[config.mk]
export PLATFORM = sky130hd
export DESIGN_NAME = core_inst_seq
export DESIGN_NICKNAME = d
export VERILOG_FILES = /design/src/rtl/core_inst_seq.sv
export SDC_FILE = /design/constraint.sdc
export NUM_CORES = 1
export LEC_CHECK = 0
export CORE_MARGIN = 10
export CORE_UTILIZATION = 55
export CTS_BUF_LIST = sky130_fd_sc_hd__clkbuf_4 sky130_fd_sc_hd__clkbuf_8
export CTS_CLUSTER_DIAMETER = 120
export DETAILED_ROUTE_END_ITERATION = 12
export GPL_TIMING_DRIVEN = 0
export PLACE_DENSITY_LB_ADDON = 0.08
export REMOVE_ABC_BUFFERS = 1
export SYNTH_ARGS = -nofsm -noshare
export SYNTH_HDL_FRONTEND = slang
export SYNTH_SLANG_ARGS = --single-unit
[constraint.sdc]
create_clock -name clk -period 5.7 [get_ports clk]
set_input_delay 1.14 -clock clk [delete_from_list [all_inputs] [get_ports clk]]
set_output_delay 1.14 -clock clk [all_outputs]
set_load 0.01 [all_outputs]
[src/rtl/core_inst_seq.sv]
// Instruction sequencer for a weight-stationary PE core: one job loads a weight
// tile, streams len activations through the array and drains len outputs to pmem.
module core_inst_seq #(
    parameter int row = 8,
    parameter int col = 8
) (
    input  logic        clk,
    input  logic        reset,
    input  logic        start,
    input  logic [10:0] len,
    input  logic [10:0] w_base,
    input  logic [10:0] a_base,
    input  logic [10:0] p_base,
    input  logic        relu_en,
    input  logic        acc_en,
    input  logic        ofifo_valid,
    input  logic        abort,
    output logic [35:0] inst,
    output logic        busy,
    output logic        done
);

    localparam int              CW        = 16;
    localparam logic [CW-1:0]   COL_CNT   = CW'(col);
    localparam logic [CW-1:0]   COL_LAST  = CW'(col - 1);
    localparam logic [CW-1:0]   ROW_LAST  = CW'(row - 1);
    localparam logic [35:0]     IDLE_WORD = 36'h1800C0000;

    typedef enum logic [3:0] {
        S_IDLE,
        S_WXFER,
        S_WLOAD,
        S_WSETTLE,
        S_AXFER,
        S_EXEC,
        S_WAIT,
        S_OREAD,
        S_DONE
    } state_t;

    state_t         state_reg, state_next;
    logic [CW-1:0]  cnt_reg, cnt_next;
    logic [10:0]    len_reg, len_next;
    logic [10:0]    w_base_reg, w_base_next;
    logic [10:0]    a_base_reg, a_base_next;
    logic [10:0]    p_base_reg, p_base_next;
    logic           relu_reg, relu_next;
    logic           acc_reg, acc_next;
    logic           wr_shown_reg, wr_shown_next;
    logic [35:0]    inst_reg, inst_next;
    logic [CW-1:0]  len_ext_reg, len_ext_next;
    logic           ofifo_rd;

    assign len_ext_reg  = {{(CW-11){1'b0}}, len_reg};
    assign len_ext_next = {{(CW-11){1'b0}}, len_next};

    // ofifo_rd must react to ofifo_valid in the same cycle, so it bypasses the
    // instruction register; every other field is registered.
    assign ofifo_rd = (state_reg == S_OREAD) && !abort && ofifo_valid &&
                      (cnt_reg < len_ext_reg);

    always_comb begin
        state_next    = state_reg;
        cnt_next      = cnt_reg;
        len_next      = len_reg;
        w_base_next   = w_base_reg;
        a_base_next   = a_base_reg;
        p_base_next   = p_base_reg;
        relu_next     = relu_reg;
        acc_next      = acc_reg;
        wr_shown_next = 1'b0;

        case (state_reg)
            S_IDLE: begin
                if (start && (len != 11'd0)) begin
                    state_next  = S_WXFER;
                    cnt_next    = '0;
                    len_next    = len;
                    w_base_next = w_base;
                    a_base_next = a_base;
                    p_base_next = p_base;
                    relu_next   = relu_en;
                    acc_next    = acc_en;
                end
            end
            S_WXFER: begin
                if (cnt_reg == COL_CNT) begin
                    state_next = S_WLOAD;
                    cnt_next   = '0;
                end else begin
                    cnt_next = cnt_reg + 1'b1;
                end
            end
            S_WLOAD: begin
                if (cnt_reg == COL_LAST) begin
                    state_next = S_WSETTLE;
                    cnt_next   = '0;
                end else begin
                    cnt_next = cnt_reg + 1'b1;
                end
            end
            S_WSETTLE: begin
                if (cnt_reg == ROW_LAST) begin
                    state_next = S_AXFER;
                    cnt_next   = '0;
                end else begin
                    cnt_next = cnt_reg + 1'b1;
                end
            end
            S_AXFER: begin
                if (cnt_reg == len_ext_reg) begin
                    state_next = S_EXEC;
                    cnt_next   = '0;
                end else begin
                    cnt_next = cnt_reg + 1'b1;
                end
            end
            S_EXEC: begin
                if (cnt_reg == len_ext_reg - 1'b1) begin
                    state_next = S_WAIT;
                    cnt_next   = '0;
                end else begin
                    cnt_next = cnt_reg + 1'b1;
                end
            end
            S_WAIT: begin
                if (ofifo_valid) begin
                    state_next = S_OREAD;
                    cnt_next   = '0;
                end
            end
            S_OREAD: begin
                // cnt counts reads issued; the job ends once the last read's
                // pmem write has been shown on inst.
                wr_shown_next = ofifo_rd;
                if (ofifo_rd) begin
                    cnt_next = cnt_reg + 1'b1;
                end
                if (wr_shown_reg && (cnt_reg == len_ext_reg)) begin
                    state_next = S_DONE;
                    cnt_next   = '0;
                end
            end
            S_DONE: begin
                state_next = S_IDLE;
            end
            default: begin
                state_next = S_IDLE;
                cnt_next   = '0;
            end
        endcase

        if (abort && (state_reg != S_IDLE)) begin
            state_next    = S_IDLE;
            cnt_next      = '0;
            wr_shown_next = 1'b0;
        end
    end

    // The registered word is derived from the state/counter being entered, so
    // inst always describes the cycle the FSM is currently in.
    always_comb begin
        inst_next = IDLE_WORD;
        case (state_next)
            S_WXFER: begin
                if (cnt_next < COL_CNT) begin
                    inst_next[19]   = 1'b0;
                    inst_next[17:7] = w_base_next + cnt_next[10:0];
                end
                if (cnt_next != '0) begin
                    inst_next[2] = 1'b1;
                end
            end
            S_WLOAD: begin
                inst_next[3] = 1'b1;
                inst_next[0] = 1'b1;
            end
            S_AXFER: begin
                if (cnt_next < len_ext_next) begin
                    inst_next[19]   = 1'b0;
                    inst_next[17:7] = a_base_next + cnt_next[10:0];
                end
                if (cnt_next != '0) begin
                    inst_next[2] = 1'b1;
                end
            end
            S_EXEC: begin
                inst_next[3] = 1'b1;
                inst_next[1] = 1'b1;
            end
            S_OREAD: begin
                inst_next[34] = relu_next;
                inst_next[33] = acc_next;
                if (wr_shown_next) begin
                    inst_next[32]    = 1'b0;
                    inst_next[31]    = 1'b0;
                    inst_next[30:20] = p_base_reg + cnt_reg[10:0];
                end
            end
            default: begin
                inst_next = IDLE_WORD;
            end
        endcase
    end

    always_ff @(posedge clk or negedge reset) begin
        if (!reset) begin
            state_reg    <= S_IDLE;
            cnt_reg      <= '0;
            len_reg      <= '0;
            w_base_reg   <= '0;
            a_base_reg   <= '0;
            p_base_reg   <= '0;
            relu_reg     <= 1'b0;
            acc_reg      <= 1'b0;
            wr_shown_reg <= 1'b0;
            inst_reg     <= IDLE_WORD;
        end else begin
            state_reg    <= state_next;
            cnt_reg      <= cnt_next;
            len_reg      <= len_next;
            w_base_reg   <= w_base_next;
            a_base_reg   <= a_base_next;
            p_base_reg   <= p_base_next;
            relu_reg     <= relu_next;
            acc_reg      <= acc_next;
            wr_shown_reg <= wr_shown_next;
            inst_reg     <= inst_next;
        end
    end

    assign inst = inst_reg | {29'd0, ofifo_rd, 6'd0};
    assign busy = (state_reg != S_IDLE);
    assign done = (state_reg == S_DONE);

endmodule

==> flow_summary.yaml, run 1 <==
global_route:
  grt.overflow.total: 0
  met1_usage: 0.259
  top_usage_layer: "met2"
  track_usage: 0.223
  gr-usage-met2: 0.388
  met3_usage: 0.0491
  grt_first_pass_wirelength_mm: 29.5
  grt_pass1_vias: 5856
  grt_max_degree: 55
  grt_antenna_before_repair: 0
place:
  dp_hpwl_mm: 14.3
  gp_congestion: 0.932
  place_area_um2: 7590
  place_inst: 897
  portBuffers: 84
yosys:
  synth-seq-cells: 97
  synth_top_family_by_area: "simple AND/OR/NAND/NOR gates"
  ys.flop_type: "dfrtp_1"
  ys.warnings.count: 0
  ys_types: 85
  synthCells: 686
  muxShareOfSynthArea: 0.0769
  synth_compound_area_frac: 0.161
  synth_xor_area_frac: 0.0608
  synthArstFlopShare: 1.00
  synthSimpleGateAreaFrac: 0.174
  synth-edff-count: 0
  syn_area_um2: 6620
  synth_adder_area_share: 0.107
  ys_seq_area_frac: 0.367
  syn_avg_cell_area_um2: 9.66
route:
  post_drt_via_cell_ratio: 6.07
  drt_wl_total_mm: 18.1
  wl_per_cell_um: 19.9
  drc_errors: 0
  drtAntennaViolNets: 0
  dr_total_vias: 5543
  drt_iter0_markers: 335
  dr.pass1.iters: 5
sta:
  final-hold-violation-count: 0
  rsz0062_at_grt: "no"
  layout_min_cycle_time_ps: 5550
  slew_viol_final: 0
  finalCritPeriodShare: 0.974
  skew_ps: 13.1
  fmax_ghz: 0.180
  max-slew-margin-rel: 0.248
  tightest_slew_ps: 1120
  setup_viol_count_final: 0
floorplan:
  initial_core_util: 0.556
  coreArea_um2: 11900
  die_h_um: 130
  die_area_um2: 16800
  boundaryPins: 89
  die_w_um: 130
  rows: 40
cells_and_area:
  final_cell_mix: "95 x dfrtp_1, 83 x clkdlybuf4s50_1, 54 x inv_1, 50 x ha_1, 41 x nor2_1"
  postLayoutCoreUtil: 0.661
  area_growth_pct: 18.9
  layout.cells.non_filler: 913
  layout.nets: 865
  final_layout_size_suffix_gt1_frac: 0.111
  largest_reg_flops: 30
  layout_commonest_cell: "dfrtp_1"
  fill_cells: 992
  final_area_um2: 7870
  num_antenna_cells: 0
clock_network:
  clock_latency_ps: 390
  hold_buffers: 0
  cts_setup_buffers: 0
  clock_path_buffers: 2
  cts_tree: "built"
  path_clk_slew_ps: 100
  cts-htree-levels: 3
  clock-sinks: 97
  cts_root_buf: "clkbuf_8"
  cts_buffers: 9
status:
  status: "complete, no violations"
pwr:
  p_leak_nw: 3.53
  ir_worst_vdd_mv: 0.327
  powerDensity_nw_per_um2: 420
critical_path:
  cp-end-kind: "flip-flop"
  path_class: "primary input to flip-flop"
  cp-start-kind: "primary input"
  worstPathRequired_ps: 5960
  crit_arrival_ps: 5810
  path_max_fanout: 7
min_path:
  hp-class: "flip-flop to flip-flop"
run:
  maxCapViolCount: 0
path summary, 6_finish.rpt:
kind	cells past startpoint	startpoint	to	slack, ps
setup / recovery	16	len[0]	inst_reg[15]$_DFF_PN0_	150
hold reg to reg	1	relu_reg$_DFF_PN0_	relu_reg$_DFF_PN0_	500
max in group asynchronous	2	reset	inst_reg[19]$_DFF_PN1_	4220
min in group asynchronous	1	reset	inst_reg[27]$_DFF_PN0_	750
setup reg to reg	15	cnt_reg[12]$_DFF_PN0_	inst_reg[14]$_DFF_PN0_	340
hold / removal	1	relu_reg$_DFF_PN0_	relu_reg$_DFF_PN0_	500
routing by layer:
metal | wire length [µm] | vias to the layer above
li1 | - | 2636
met4 | 569 | 0
met2 | 9170 | 153
met3 | 863 | 36
met5 | 0 | -
met1 | 7540 | 2718
kinds of logic (layout without fill, tap and decap cells):
logic type | Yosys count | in the layout
AOI/OAI and AO/OA | 147 | 147
xor gates and xnor gates | 46 | 46
adders and majority gates | 55 | 55
buffers and inverters | 81 | 159
DFF | 97 | 97
muxes | 47 | 47
other | 2 | 4
and+or+nand+nor | 211 | 211
through the flow:
| step | hold slack, ps | power [mW] | setup slack [ps] | TNS (ps) |
|---|---|---|---|---|
| 6_report | 500 | 3.31 | 148 | 0 |
| 5_1_grt | 527 | 3.58 | 5.79 | 0 |
| 4_1_cts | 502 | 3.30 | 4.42 | 0 |
| 3_5_place_dp | 481 | 2.81 | -766 | -7470 |
| 3_3_place_gp | 473 | 2.74 | -1780 | -26240 |
| 2_1_floorplan | 465 | 2.29 | 389 | 0 |
layout make-up:
cell class / count / area [µm²] / share of cell area
sequential: 97 / 2430 / 0.309
clock buffer: 11 / 139 / 0.0176
multi-input combinational: 510 / 3930 / 0.500
inverter: 54 / 203 / 0.0257
clock inverter: 5 / 62.6 / 0.00795
tap: 147 / 184 / 0.0234
timing repair buffer: 89 / 922 / 0.117
power breakdown:
| group | leakage (nW) | switching [mW] | total (mW) | internal, mW |
|---|---|---|---|---|
| sequential | 1.23 | 0.173 | 1.08 | 0.906 |
| combinational | 2.21 | 0.967 | 1.76 | 0.793 |
| clock | 0.0974 | 0.255 | 0.471 | 0.216 |
| total | 3.53 | 1.39 | 3.31 | 1.91 |
critical path, stage by stage:
cell	delay, ps
clkdlybuf4s50_1	480
nor4_1	320
nand3_1	260
a311oi_1	470
o32ai_2	300
a32o_1	330
a311oi_4	500
ha_1	260
inv_1	60
fa_1	380
a221oi_1	320
a311oi_1	150
o31ai_2	400
a31oi_1	160
xor2_1	170
o22ai_2	100
Yosys cell counts, types with 3 or more instances:
cell type   n  area share
a21oi_1    31       0.023
nor3b_1     5      0.0057
a22o_1      4      0.0053
o2111ai_1   3      0.0040
nand4_1    12       0.011
or3_1       3      0.0028
o22ai_1     9      0.0085
buf_6       3      0.0051
a31oi_1     7      0.0066
nand2_1    35       0.020
a221oi_1    5      0.0066
xnor2_1    33       0.044
mux2_2     31       0.053
o21bai_1    5      0.0057
o21ai_1     4      0.0030
xor2_1     13       0.017
o21ai_0    19       0.014
a211oi_1    8      0.0091
a21o_1     14       0.016
nor3_1     16       0.012
clkbuf_1   15      0.0085
nor2b_1    12       0.011
nor2_1     42       0.024
nand3_1    29       0.022
mux2i_1    16       0.024
buf_4       6      0.0068
inv_1      54       0.031
dfrtp_1    95        0.36
a311oi_1    5      0.0066
o211ai_1    3      0.0034
fa_1        3      0.0091
or2_2       4      0.0038
and2_1      7      0.0066
ha_1       50       0.094
nor4_1     11       0.010
and3_1     13       0.012
repair_timing:
action,in CTS,in global routing
resized for setup,6,10
endpoints found under the setup margin,12,11
gates cloned,0,0
No activity file was read; power rests on OpenSTA's default activity.
==> run 2: changes to the inputs <==
--- a/config.mk
+++ b/config.mk
@@ -5,10 +5,9 @@
 export SDC_FILE = /design/constraint.sdc
 export NUM_CORES = 1
 export LEC_CHECK = 0
-export CORE_MARGIN = 10
+export CORE_MARGIN = 4
 export CORE_UTILIZATION = 55
 export CTS_BUF_LIST = sky130_fd_sc_hd__clkbuf_4 sky130_fd_sc_hd__clkbuf_8
-export CTS_CLUSTER_DIAMETER = 120
 export DETAILED_ROUTE_END_ITERATION = 12
 export GPL_TIMING_DRIVEN = 0
 export PLACE_DENSITY_LB_ADDON = 0.08
==> flow_summary.yaml, run 2 (synthesis gave the netlist of run 1 again) <==
critical_path:
  path_cells: "clkdlybuf4s50_1, nor4_1, nand3_1, a311oi_1, o32ai_2, a32o_1, a311oi_4, ha_1, inv_1, fa_1, a221oi_1, a311oi_1, o31ai_2, a31oi_1, xor2_1, o22ai_2"
  worstPathRequired_ps: 5960
  path_max_fanout: 7
  crit_family: "compound AO/OA/AOI/OAI gates"
  slowest_stage: "a311oi_1"
  crit_arrival_ps: 5740
  cp-end-kind: "flip-flop"
  cpPeakStageDelay_ps: 480
  cp-start-kind: "primary input"
  crit_buf_inv: 2
  crit_top_cell: "a311oi_1"
  path_class: "primary input to flip-flop"
pwr:
  p_leak_nw: 3.54
  total_power_mw: 3.33
  powerDensity_nw_per_um2: 422
  ir_worst_vdd_mv: 0.278
global_route:
  grt_pass1_vias: 5734
  grt_max_degree: 52
  grt.overflow.total: 0
  grt_antenna_before_repair: 0
  grt_first_pass_wirelength_mm: 28.9
  track_usage: 0.258
place:
  dp_hpwl_mm: 13.5
  gp_congestion: 0.897
  portBuffers: 84
floorplan:
  die_h_um: 118
  rows: 39
  boundaryPins: 89
  initial_core_util: 0.570
  die_w_um: 118
  die_area_um2: 13900
  coreArea_um2: 11600
sta:
  tightest_slew_ps: 1230
  slew_viol_final: 0
  final-hold-violation-count: 0
  finalCritPeriodShare: 0.962
  skew_ps: 16.1
  max-slew-margin-rel: 0.181
  setup_viol_count_final: 0
  fmax_ghz: 0.182
  layout_min_cycle_time_ps: 5480
cells_and_area:
  layout_commonest_cell: "dfrtp_1"
  layout.nets: 865
  final_cell_mix: "95 x dfrtp_1, 83 x clkdlybuf4s50_1, 54 x inv_1, 50 x ha_1, 40 x nor2_1"
  final_layout_size_suffix_gt1_frac: 0.114
  largest_reg_flops: 30
  fill_cells: 928
  postLayoutCoreUtil: 0.680
  area_growth_pct: 19.2
  num_antenna_cells: 0
min_path:
  hp-class: "flip-flop to flip-flop"
clock_network:
  clock_path_buffers: 2
  path_clk_slew_ps: 100
  cts_buffers: 9
  cts_tree: "built"
  cts-htree-levels: 3
  cts_root_buf: "clkbuf_8"
  clock_latency_ps: 390
  clock-sinks: 97
  hold_buffers: 0
route:
  wl_per_cell_um: 19.3
  dr.pass1.iters: 5
  drtAntennaViolNets: 0
  dr_total_vias: 5606
  post_drt_via_cell_ratio: 6.17
  drc_errors: 0
  drt_wl_total_mm: 17.6
  drt_iter0_markers: 378
status:
  status: "complete, no violations"
run:
  maxCapViolCount: 0
## run 2: path summary, 6_finish.rpt
check / from / end / slack (ps) / cells past startpoint
setup reg to reg: cnt_reg[9]$_DFF_PN0_ / inst_reg[9]$_DFF_PN0_ / 400 / 18
min in group asynchronous: reset / inst_reg[25]$_DFF_PN0_ / 760 / 1
hold reg to reg: a_base_reg[3]$_DFF_PN0_ / a_base_reg[3]$_DFF_PN0_ / 510 / 1
hold / removal: a_base_reg[3]$_DFF_PN0_ / a_base_reg[3]$_DFF_PN0_ / 510 / 1
max in group asynchronous: reset / inst_reg[19]$_DFF_PN1_ / 4210 / 2
setup / recovery: len[3] / inst_reg[15]$_DFF_PN0_ / 220 / 16
## run 2: cell type report
type                       instances  area (µm²)  area share
multi-input combinational        510        3950       0.500
sequential                        97        2430       0.308
timing repair buffer              89         931       0.118
inverter                          54         203      0.0257
tap                              143         179      0.0227
clock buffer                      11         139      0.0176
clock inverter                     5        66.3     0.00840
## run 2: metrics by stage
step           TNS [ps]  hold WS, ps  area [µm²]  setup slack [ps]  instances
2_1_floorplan         0          465        6480               389        661
3_3_place_gp     -24300          474        7500             -1690        888
3_5_place_dp      -6660          490        7590              -703        892
4_1_cts               0          513        7810              13.0        908
5_1_grt           -8.29          528        7890             -8.29        909
6_report              0          505        7890               216        909
## run 2: power by group
group / switching [mW] / internal, mW
logic: 0.976 / 0.797
registers: 0.176 / 0.906
clock network: 0.260 / 0.217
total: 1.41 / 1.92
## run 2: repair_timing
item,CTS,global route
setup buffers,0,1
setup endpoints to repair,11,11
gates resized for setup,4,13
pin swaps,0,3
## run 2: worst register-to-register path, cell delays in order (launching register included)
cell       delay (ps)
dfrtp_1           530
ha_1              370
nand4b_1          300
nor4_4            450
nor2_1            110
nor3_2            450
and2_4            350
nand2_1           170
a22oi_1           310
nor2_4            110
ha_1              380
nand3_1            80
a311o_1           120
a31oi_1            80
or2_1             230
o2111ai_1         410
nand4_2           390
o21ai_1           240
o22a_1            160
## run 2: layer usage
layer	GRT usage	routed length, µm
met4	0.108	576
met1	0.321	7410
met5	0	0
met2	0.436	8700
met3	0.0543	892
==> run 3: changes to the inputs <==
==> constraint.sdc (replaced) <==
create_clock -name clk -period 5.05 [get_ports clk]
set_input_delay 1.515 -clock clk [delete_from_list [all_inputs] [get_ports clk]]
set_output_delay 1.515 -clock clk [all_outputs]
set_load 0.01 [all_outputs]
==> flow_summary.yaml, run 3 (synthesis gave the netlist of run 1 again) <==
floorplan:
  initial_core_util: 0.570
  rows: 39
  die_area_um2: 13900
  coreArea_um2: 11600
  die_w_um: 118
  die_h_um: 118
  boundaryPins: 89
route:
  dr.pass1.iters: 5
  drtAntennaViolNets: 0
  dr_total_vias: 5802
  post_drt_via_cell_ratio: 6.19
  wl_per_cell_um: 19.6
  drt_iter0_markers: 425
  drc_errors: 0
  drt_wl_total_mm: 18.4
pwr:
  p_leak_nw: 3.71
  powerDensity_nw_per_um2: 479
  ir_worst_vdd_mv: 0.329
  total_power_mw: 3.97
cells_and_area:
  area_growth_pct: 25.1
  num_antenna_cells: 0
  layout.nets: 894
  largest_reg_flops: 30
  final_area_um2: 8290
  final_layout_size_suffix_gt1_frac: 0.190
  final_cell_mix: "89 x dfrtp_1, 70 x clkdlybuf4s50_1, 53 x inv_1, 48 x ha_1, 39 x nor2_1"
  postLayoutCoreUtil: 0.714
  layout_commonest_cell: "dfrtp_1"
critical_path:
  cp-end-kind: "flip-flop"
  reg2reg_from: "cnt_reg[12]$_DFF_PN0_"
  crit_arrival_ps: 5280
  cp-start-kind: "primary input"
  path_max_fanout: 4
  r2r_end: "inst_reg[17]$_DFF_PN0_"
  path_class: "primary input to flip-flop"
  worstPathRequired_ps: 5360
  r2r_setup_slack_ps: 240
  ff2ff_path_depth: 17
clock_network:
  clock_latency_ps: 390
  path_clk_slew_ps: 100
  cts_root_buf: "clkbuf_8"
  cts_buffers: 9
  cts_tree: "built"
  clock_path_buffers: 2
  clock-sinks: 97
  cts-htree-levels: 3
place:
  dp_hpwl_mm: 13.5
  place_ws_ps: -1730
  portBuffers: 84
  place_area_um2: 7590
  gp_congestion: 0.897
sta:
  fmax_ghz: 0.201
  setup_ws_ps: 80.1
  setup_viol_count_final: 0
  rsz0062_at_grt: "yes"
  slew_viol_final: 0
  max-slew-margin-rel: 0.388
  final-hold-violation-count: 0
  finalCritPeriodShare: 0.984
  tightest_slew_ps: 910
  hold_slack_ps: 508
  layout_min_cycle_time_ps: 4970
  skew_ps: 16.1
min_path:
  hold_end: "a_base_reg[3]$_DFF_PN0_"
  hp-start: "a_base_reg[3]$_DFF_PN0_"
  holdPathStages: 1
  hp-class: "flip-flop to flip-flop"
global_route:
  grt.overflow.total: 0
  grt_antenna_before_repair: 0
  grt_pass1_vias: 5948
  grt_first_pass_wirelength_mm: 30.0
  track_usage: 0.268
  grt_max_degree: 52
run:
  maxCapViolCount: 0
status:
  status: "complete, no violations"
run 3: changes by cell type in the layout (fill, tap and decap cells not counted), sizes merged:
cell and delta:
clkdlybuf4s50 -13, dlygate4sd2 +5, clkbuf +2, buf +32
clkdlybuf4s15 +3
run 3: routing by layer:
layer / vias up / global-route usage / part of all wire
met1: 2828 / 0.330 / 0.41
met3: 49 / 0.0562 / 0.060
met2: 226 / 0.460 / 0.50
met4: 0 / 0.103 / 0.031
met5: - / 0 / 0
li1: 2699 / - / -
run 3: final cells by class:
class,count,area (µm²)
timing repair buffer,118,1140
tap,143,179
sequential,97,2440
inverter,54,203
clock inverter,5,66.3
fill,909,3320
multi-input combinational,510,4120
clock buffer,11,139
run 3: worst max path at each step:
stage          slack (ps)  cells past startpoint                endpoint         from
2_1_floorplan        -640                     12  inst_reg[14]$_DFF_PN0_       len[7]
3_3_place_gp        -2710                     13  inst_reg[14]$_DFF_PN0_       len[4]
3_5_place_dp        -1730                     17   inst_reg[9]$_DFF_PN0_        abort
4_1_cts                 6                     15  inst_reg[15]$_DFF_PN0_  ofifo_valid
5_1_grt               -90                     17  inst_reg[17]$_DFF_PN0_        abort
6_report               80                     17  inst_reg[17]$_DFF_PN0_        abort
run 3: power breakdown:
| group | switching, mW | leakage, nW | internal [mW] |
|---|---|---|---|
| combinational | 1.18 | 2.40 | 1.03 |
| clock | 0.293 | 0.102 | 0.245 |
| sequential | 0.199 | 1.22 | 1.02 |
run 3: stage by stage:
stage	instances	setup TNS (ps)
final	938	0
after global routing	938	-142
after CTS	928	0
after detailed placement	892	-19600
after global placement	888	-177390
after floorplan	661	-4160
run 3: timing repair:
item | CTS | global route
resized for setup | 65 | 25
pin swaps | 24 | 26
hold buffers | 0 | 0
cloned | 0 | 0
setup buffers | 20 | 10
endpoints found under the setup margin | 14 | 12
run 3: critical path: stages:
cell and delay (ps):
buf_8 100, nor2_4 90, nand3_2 60, a2111o_1 450, a2111o_2 480, a32o_2 310, a311oi_4 420, ha_2 270
inv_2 40, fa_2 400, a21oi_2 120, o311ai_1 100, nor3b_4 190, o311ai_2 270, o211ai_1 150, xnor2_1 140
o22ai_1 150
